## src/rtl/ram_sync.sv

```systemverilog
// Synchronous single-port RAM with req/rdy handshake, registered read data + vld,
// and a clear sequencer that zeroes every word. Optional parity: define RAM_PARITY_EN.
module ram_sync #(
  parameter int WIDTH = 8,
  parameter int DEPTH = 8,
  localparam int AW = $clog2(DEPTH)
) (
  input  logic             clk,
  input  logic             rst,
  input  logic             req,
  input  logic             rws,
  input  logic [AW-1:0]    addr,
  input  logic [WIDTH-1:0] ins,
  input  logic             clr,
  output logic             rdy,
  output logic [WIDTH-1:0] outs,
  output logic             vld
`ifdef RAM_PARITY_EN
  ,
  output logic             perr
`endif
);

`ifdef RAM_PARITY_EN
  localparam int MW = WIDTH + 1;
`else
  localparam int MW = WIDTH;
`endif

  localparam logic [AW-1:0] LAST      = AW'(DEPTH - 1);
  localparam logic [AW:0]   DEPTH_EXT = (AW + 1)'(DEPTH);

  typedef enum logic {ST_INIT, ST_RUN} state_t;

  logic [MW-1:0]    mem [DEPTH];

  state_t           state_q, state_d;
  logic [AW-1:0]    cnt_q, cnt_d;
  logic [WIDTH-1:0] outs_q, outs_d;
  logic             vld_q, vld_d;
`ifdef RAM_PARITY_EN
  logic             perr_q, perr_d;
`endif

  logic             mem_we;
  logic [AW-1:0]    mem_waddr;
  logic [MW-1:0]    mem_wdata;
  logic [MW-1:0]    rd_word;
  logic             in_range;

  // Only non-power-of-two depths can present an address past the last word.
  assign in_range = ({1'b0, addr} < DEPTH_EXT);

  always_comb begin
    state_d   = state_q;
    cnt_d     = cnt_q;
    outs_d    = outs_q;
    vld_d     = 1'b0;
`ifdef RAM_PARITY_EN
    perr_d    = 1'b0;
`endif
    mem_we    = 1'b0;
    mem_waddr = cnt_q;
    mem_wdata = '0;
    rd_word   = '0;

    if (clr) begin
      state_d = ST_INIT;
      cnt_d   = '0;
      outs_d  = '0;
    end else if (state_q == ST_INIT) begin
      mem_we    = 1'b1;
      mem_waddr = cnt_q;
      mem_wdata = '0;
      if (cnt_q == LAST) begin
        state_d = ST_RUN;
        cnt_d   = '0;
      end else begin
        cnt_d = cnt_q + 1'b1;
      end
    end else if (req) begin
      if (rws) begin
        if (in_range) begin
          mem_we    = 1'b1;
          mem_waddr = addr;
`ifdef RAM_PARITY_EN
          mem_wdata = {^ins, ins};
`else
          mem_wdata = ins;
`endif
        end
      end else begin
        vld_d = 1'b1;
        if (in_range) begin
          rd_word = mem[addr];
          outs_d  = rd_word[WIDTH-1:0];
`ifdef RAM_PARITY_EN
          // Stored word (data + parity) must have even overall parity.
          perr_d  = ^rd_word;
`endif
        end else begin
          outs_d = '0;
        end
      end
    end

    if (rst) begin
      mem_we = 1'b0;
    end
  end

  always_ff @(posedge clk) begin
    if (rst) begin
      state_q <= ST_INIT;
      cnt_q   <= '0;
      outs_q  <= '0;
      vld_q   <= 1'b0;
`ifdef RAM_PARITY_EN
      perr_q  <= 1'b0;
`endif
    end else begin
      state_q <= state_d;
      cnt_q   <= cnt_d;
      outs_q  <= outs_d;
      vld_q   <= vld_d;
`ifdef RAM_PARITY_EN
      perr_q  <= perr_d;
`endif
    end
  end

  always_ff @(posedge clk) begin
    if (mem_we) begin
      mem[mem_waddr] <= mem_wdata;
    end
  end

  assign rdy  = (state_q == ST_RUN);
  assign outs = outs_q;
  assign vld  = vld_q;
`ifdef RAM_PARITY_EN
  assign perr = perr_q;
`endif

endmodule

```

## config.mk

```make
export PLATFORM = sky130hd
export DESIGN_NAME = ram_sync
export DESIGN_NICKNAME = d
export VERILOG_FILES = /design/src/rtl/ram_sync.sv
export SDC_FILE = /design/constraint.sdc
export NUM_CORES = 1
export LEC_CHECK = 0
export BUFFER_PORTS_ARGS = -buffer_cell sky130_fd_sc_hd__buf_2
export CORE_ASPECT_RATIO = 1.2
export CORE_MARGIN = 2
export CORE_UTILIZATION = 47
export CTS_CLUSTER_DIAMETER = 30
export CTS_CLUSTER_SIZE = 30
export DETAILED_ROUTE_END_ITERATION = 8
export PLACE_DENSITY = 0.68
export SLEW_MARGIN = 25
export SYNTH_ARGS = -nofsm -noshare
export SYNTH_HDL_FRONTEND = slang
export SYNTH_SLANG_ARGS = --single-unit
```

## constraint.sdc

```tcl
create_clock -name clk -period 2.1 [get_ports clk]
set_input_delay 0.105 -clock clk [delete_from_list [all_inputs] [get_ports clk]]
set_output_delay 0.105 -clock clk [all_outputs]
set_load 0.005 [all_outputs]
```

======== Word level (Yosys, flattened, before mapping) ========
Memories as Yosys holds them, arrays and structs flattened. A register that Yosys moved wholly into a read port is not among the register bits.
Index checks and enable logic that the tools add are counted.
word-level totals
  register bits ........................... 5
  bits in writable memories ............... 64
  input port bits ......................... 16
  output and inout port bits .............. 10
  logic and storage cells ................. 31
  memories kept ........................... 1
memory list
  name  depth  width  read ports  clocked after Yosys merged registers in  write ports  RTL line  RTL
  mem   8      8      1           1                                        1            35        logic [MW-1:0] mem [DEPTH];
cells by class
  add/sub/neg operators ................... 1
  equal/unequal tests ..................... 1
  mux-type cells .......................... 19
  bitwise gates (word level) .............. 3
  reduce and logical (&&, ||, !) cells .... 3
operators by type and width
  kind                 count
  $mux 8               4
  $mux 3               5
  $mux 1               10
  $reduce_or 4->1      1
  $add 3x1->3 const B  1
  $eq 3x3->1 const B   1
  $not 1->1            3
  $reduce_and 3->1     1
  $reduce_or 2->1      1

======== Longest topological paths before layout ========
Gate-level depths: netlist of the first run.
  word-level depth ........................ 7
  gate-level depth with buffers ........... 6
  depth with buffers taken out ............ 5

======== Least setup slack after synthesis of the first run ========
OpenSTA, ideal clock, no wires.
  kind .................................... register to register
  start point ............................. register state_q (netlist: rdy)
  end point ............................... memory mem[2][0] (netlist bit), enable pin
  library setup time ...................... 0.383 ns
  data arrival time ....................... 1.768 ns
  required time ........................... 1.717 ns
  path slack .............................. -0.051 ns
  cell stages (with the launch flop) ...... 6
  path buffers ............................ 2
  period minus slack after synthesis ...... 2.151 ns
  cells stage by stage .................... dfxtp_1 buf_6 and4b_1 buf_6 mux2_4 nor3_1
on the way
  cells in the longest elaborated chain, start to end .. 5
  elaborated cells between the ends (all ways) .. 7
  those cells by class .................... 7 x mux
ends and longest elaborated chain
  element                       RTL line  RTL
  from (decl)                   37        state_t state_q, state_d;
  from (signal assigned)        122       state_q <= state_d;
  $mux 1                        71        end else if (state_q == ST_INIT) begin
  $mux 1                        67        if (clr) begin
  $mux 1                        107       if (rst) begin
  $mux 1                        133       if (mem_we) begin
  $mux 1 (not written as such)  134       mem[mem_waddr] <= mem_wdata;
  to (decl)                     35
Parallel ways exist; a longest one is shown, timed or not.

======== Final worst setup path of the first run ========
  start point ............................. register state_q (netlist: rdy)
  end point ............................... memory mem[0][3] (netlist bit), enable pin
The elaborated chain is that of the path after synthesis.

==> results of run 1 <==
-- registers in the layout (all words and copies together), names as in the netlist --
signal / cells
outs: 8
rdy: 1
cnt_q: 3
vld: 1
mem: 64
-- critical path, cell delays in order, from the launching register on --
cell     delay [ns]
dfxtp_1        0.33
and4b_1        0.19
buf_4          0.21
mux2_4         0.34
nor3_1         0.28
buf_4          0.20
-- cells by family after synthesis --
group / count (synthesis)
buf+inv: 13
mux: 40
compound gates: 26
fa+ha+maj: 2
simple gates: 45
flops: 77
-- how the worst min path moves through the flow --
stage / cells after the start / slack (ns) / endpoint / from
after global placement: 2 / 0.47 / outs[4]$_SDFFE_PP0P_ / outs[4]$_SDFFE_PP0P_
final: 3 / 0.22 / rdy$_SDFF_PP0_ / rst
after global routing: 2 / 0.27 / mem[1][5]$_DFFE_PP_ / ins[5]
after floorplan: 0 / 0.39 / vld / vld$_SDFF_PP0_
after detailed placement: 2 / 0.48 / outs[4]$_SDFFE_PP0P_ / outs[4]$_SDFFE_PP0P_
after CTS: 3 / 0.21 / rdy$_SDFF_PP0_ / rst
-- metrics by stage --
| step | instance area (um^2) | total power [mW] | worst slack (ns) |
|---|---|---|---|
| 6_report | 3760 | 3.066 | 0.2590 |
| 2_1_floorplan | 3219 | 1.762 | -0.05105 |
| 5_1_grt | 3760 | 3.161 | 0.1794 |
| 3_3_place_gp | 3528 | 1.809 | 0.3071 |
| 4_1_cts | 3760 | 3.087 | 0.2445 |
| 3_5_place_dp | 3528 | 1.810 | 0.2743 |
-- synth_stat cells (3+ instances only) --
cell       n  area share
and2_1     8       0.016
buf_1      3      0.0035
buf_2      3      0.0047
buf_6      3       0.011
dfxtp_1   13       0.081
edfxtp_1  64        0.60
mux2_2    35        0.12
mux2i_1    3      0.0094
nand2_1    3      0.0035
nand2b_1   4      0.0078
nand3_1    8       0.012
nor2_1     8      0.0094
nor3_1     9       0.014
o22ai_1   16       0.031
o31ai_2    8       0.031
-- layout make-up --
cell class	count	area (um^2)	share of cell area
well taps	87	108.9	0.02895
clock inverters	5	100.1	0.02662
flip-flops and latches	77	2182	0.5804
repair buffers	47	290.3	0.07720
inverters	1	3.754	0.0009983
clock buffers	11	131.4	0.03494
multi-input cells	113	943.4	0.2509
-- report_power, final --
part           switching, mW  total (mW)  internal, mW
registers            0.00587        1.65          1.64
clock network          0.505        1.29         0.786
logic                 0.0671       0.124        0.0566
total                  0.578        3.07          2.49
-- routing by layer --
metal,up-vias,part of all wire
li1,875,-
met1,873,0.42
met2,59,0.49
met3,19,0.048
met4,0,0.039
met5,-,0
==> reports/results.ini, run 1 <==
[timing]
finalClockSkew_ns = 0.006283
worstMarginPinSlew_ns = 0.7632
setup_viol = 0
final.min_clock_period_ns = 1.841
hold_viol = 0
fmax_ghz = 0.5432
worst_hold_slack_ns = 0.2168
drv_slew = 0
fin_tns_setup_ns = 0
min_period_over_period = 0.8767
relSlewSlack = 0.4912
rsz0062_at_grt = false

[placement]
place_inst = 325
gp_congestion = 0.7779
portBuffers = 25
hpwl_um = 4377

[logic_synthesis]
avgSynthCellArea_um2 = 15.81
ys_types = 27
synth-xor-area-share = 0
synthMuxAreaShare = 0.1411
ys_seq_area_frac = 0.6799
synthAdderAreaFrac = 0.007797
synth_compound_area_frac = 0.06667
synth_edf_count = 64
yosys_warnings = 0
synthSimpleGateAreaFrac = 0.07524
synth-async-reset-ratio = 0
synth_top_family_by_area = multiplexers
synth_area_mm2 = 0.003209
synth_seq_cells = 77
synthFlopType = edfxtp_1
postSynthCellCount = 203
syn_nets = 221

[clocking]
path_clk_slew_ns = 0.07
ctsResizeCount = 0
clk_latency_ns = 0.35
tritoncts = yes
hold_buffers = 0
cts_max_level = 3
cts_root_buf = clkbuf_8
cts_buffer_depth = 2
cts_inserted_buffers = 9
postCtsSetupBuffers = 0
cts_sinks = 77

[route]
first_iter_violations = 130
routed_wl_um = 6333
drc = 0
antenna_left = 0
first_pass_iters = 4
post_drt_wl_per_cell_um = 18.57
viasPerCell = 5.355
vias = 1826

[power]
p_leak_nw = 1.228
ir_drop_mv = 0.3705
power_density_mw_per_mm2 = 815.3

[global_route]
grt_max_degree = 35
grt_pass1_wl_um = 9666
first_global_vias = 1846
use_met3 = 0.02486
grt-ovfl-total = 0
top_usage_layer = met2
antenna_found_initial = 0
track_usage = 0.1829
met2_usage = 0.2969
met1_usage = 0.2277

[finish]
utilization = 0.5587
nets = 267
layout_commonest_cell = edfxtp_1
area_delta_synth_final_pct = 17.15
fill_cells = 533
finalNonFillerCells = 341
layout_common_cells = 64 x edfxtp_1, 35 x mux2_2, 25 x buf_2
layout-drive-gt1-share = 0.4370
diodes = 0

[die]
fp.dieH_um = 94.52
die_x_um = 79.44
fp.coreArea_mm2 = 0.006730
pin_count = 26
die_area_mm2 = 0.007508
num_rows = 33
start_util = 0.4769

[setup_path]
crit_arrival_ns = 1.91
crit_end = mem[0][3]$_DFFE_PP_
startpoint_type = register
r2r_start = rdy$_SDFF_PP0_
cp-end-kind = register
r2r-end = mem[0][3]$_DFFE_PP_
crit_type = reg -> reg
crit_start = rdy$_SDFF_PP0_
critPathRequiredTime_ns = 2.17
r2r_setup_slack_ns = 0.26
path_max_fanout = 14
r2r_cells = 5

[worst_hold_path]
min_path_type = in -> reg

[run]
cap_violations = 0

[run_status]
outcome = finished clean

Note: power is estimated with default switching activity, not from simulation.
==> run 2: changes to the inputs <==
- PLACE_DENSITY: 0.68 -> 0.65
- clock period: 2.1 -> 1.95 ns (I/O delays scaled with it)
==> reports/results.ini, run 2 (same netlist as run 1, synthesis figures left out) <==
[run_status]
outcome = finished clean

[setup_path]
cp-end-kind = register
r2r_cells = 4  ; -1
crit_arrival_ns = 1.85  ; -0.06 ns
crit_cells = 4  ; -1
cp_cell_sequence = and4b_4 > mux2_4 > nor3_1 > buf_4
crit_type = reg -> reg
critPathRequiredTime_ns = 2.00  ; -0.17 ns
path_max_fanout = 8  ; -6
startpoint_type = register
cp_slowest_stage_delay_ns = 0.34  ; about the same
worst-path-buf-inv = 1  ; -1
cp_slowest_cell = and4b_4
crit_family = simple AND/OR/NAND/NOR gates

[die]
fp.dieH_um = 94.52  ; unchanged
die_area_mm2 = 0.007508  ; unchanged
die_x_um = 79.44  ; unchanged
start_util = 0.4769  ; unchanged
pin_count = 26  ; unchanged
num_rows = 33  ; unchanged
fp.coreArea_mm2 = 0.006730  ; unchanged

[route]
routed_wl_um = 6414  ; +1.3%
antenna_left = 0  ; unchanged
viasPerCell = 5.315  ; -0.75%
post_drt_wl_per_cell_um = 18.70  ; +0.69%
drc = 0  ; unchanged
first_iter_violations = 105  ; -19%
vias = 1823  ; -0.16%
first_pass_iters = 4  ; unchanged

[timing]
fmax_ghz = 0.5552  ; +2.2%
rsz0062_at_grt = false
hold_viol = 0  ; unchanged
fin_ws_ns = 0.1487  ; -0.1103 ns
drv_slew = 0  ; unchanged
setup_viol = 0  ; unchanged
worstMarginPinSlew_ns = 0.6527  ; -0.1104 ns
relSlewSlack = 0.5648  ; +0.07361
final.min_clock_period_ns = 1.801  ; -0.03974 ns
finalClockSkew_ns = 0.008362  ; +0.002080 ns
fin_tns_setup_ns = 0  ; unchanged
worst_hold_slack_ns = 0.2416  ; +0.02479 ns
min_period_over_period = 0.9237  ; +0.04706

[clocking]
postCtsSetupBuffers = 0  ; unchanged
tritoncts = yes
cts_sinks = 77  ; unchanged
cts_root_buf = clkbuf_8
clk_latency_ns = 0.33  ; -0.02 ns
cts_max_level = 3  ; unchanged
cts_buffer_depth = 2  ; unchanged
cts_inserted_buffers = 9  ; unchanged
path_clk_slew_ns = 0.07  ; about the same

[placement]
hpwl_um = 4380  ; about the same
portBuffers = 25  ; unchanged
dp_slack_ns = 0.04895  ; -0.2254 ns
placed_area_mm2 = 0.003543  ; +0.43%
place_inst = 327  ; +0.62%
gp_congestion = 0.7710  ; -0.89%

[power]
power_density_mw_per_mm2 = 815.5  ; about the same
total_power_mw = 3.045  ; -0.68%
p_leak_nw = 1.212  ; -1.3%
ir_drop_mv = 0.4509  ; +22%

[finish]
top_register = mem
nets = 269  ; +0.75%
layout_common_cells = 64 x edfxtp_1, 35 x mux2_2, 25 x buf_2
fill_cells = 550  ; +3.2%
diodes = 0  ; unchanged
utilization = 0.5548  ; -0.003904
design_area_mm2 = 0.003734  ; -0.70%
largest_register_ffs = 64  ; unchanged
area_delta_synth_final_pct = 16.34
layout_commonest_cell = edfxtp_1
finalNonFillerCells = 343  ; +0.59%
layout-drive-gt1-share = 0.4336  ; -0.003414

[worst_hold_path]
min_path_type = in -> reg
whs_path_depth = 3  ; unchanged

[global_route]
first_global_vias = 1815  ; -1.7%
track_usage = 0.1895  ; +0.006638
antenna_found_initial = 0  ; unchanged
grt_max_degree = 28  ; -20%
grt-ovfl-total = 0  ; unchanged
grt_pass1_wl_um = 9942  ; +2.9%

[run]
cap_violations = 0  ; unchanged

==> run 2: changes by cell type in the layout (fill, tap and decap cells not counted), sizes merged <==
cell	before	now
buf	47	49
bufinv	3	1
clkbuf	11	13
==> run 2: tightest hold or removal path, cell delays in order <==
cell and delay (ns):
buf_2 0.09, or2_0 0.27, nor2_1 0.08
==> run 2: where the power goes <==
part / leakage (nW) / switching [mW] / internal [mW] / total, mW
sequential: 0.608 / 0.00554 / 1.77 / 1.78
combinational: 0.511 / 0.0734 / 0.0634 / 0.137
clock: 0.0927 / 0.511 / 0.620 / 1.13
total: 1.21 / 0.590 / 2.46 / 3.04
==> run 2: worst paths after layout <==
kind	start	endpoint	slack, ns
setup / recovery	rdy$_SDFF_PP0_	mem[0][0]$_DFFE_PP_	0.15
hold / removal	rst	rdy$_SDFF_PP0_	0.24
hold reg to reg	outs[4]$_SDFFE_PP0P_	outs[4]$_SDFFE_PP0P_	0.49
setup reg to reg	rdy$_SDFF_PP0_	mem[0][0]$_DFFE_PP_	0.15
==> run 2: timing repair <==
action | CTS | global route
endpoints found under the setup margin | 0 | 39
hold endpoints to repair | 0 | 0
gates resized for setup | 0 | 2
hold buffers | 0 | 0
==> run 2: per-layer routing <==
layer | track usage | vias to the layer above | wire length (um)
li1 | - | 876 | -
met1 | 0.2280 | 913 | 2665
met2 | 0.3319 | 29 | 3490
met3 | 0.04589 | 5 | 185
met4 | 0.06466 | 0 | 72
met5 | 0 | - | 0
==> run 2: cell type report <==
cell class / count / area (um^2) / area share
timing repair buffer: 49 / 305.3 / 0.08177
multi-input combinational: 113 / 947.2 / 0.2537
sequential: 77 / 2182 / 0.5844
clock inverter: 3 / 37.54 / 0.01005
clock buffer: 13 / 148.9 / 0.03988
inverter: 1 / 3.754 / 0.001005
tap: 87 / 108.9 / 0.02916
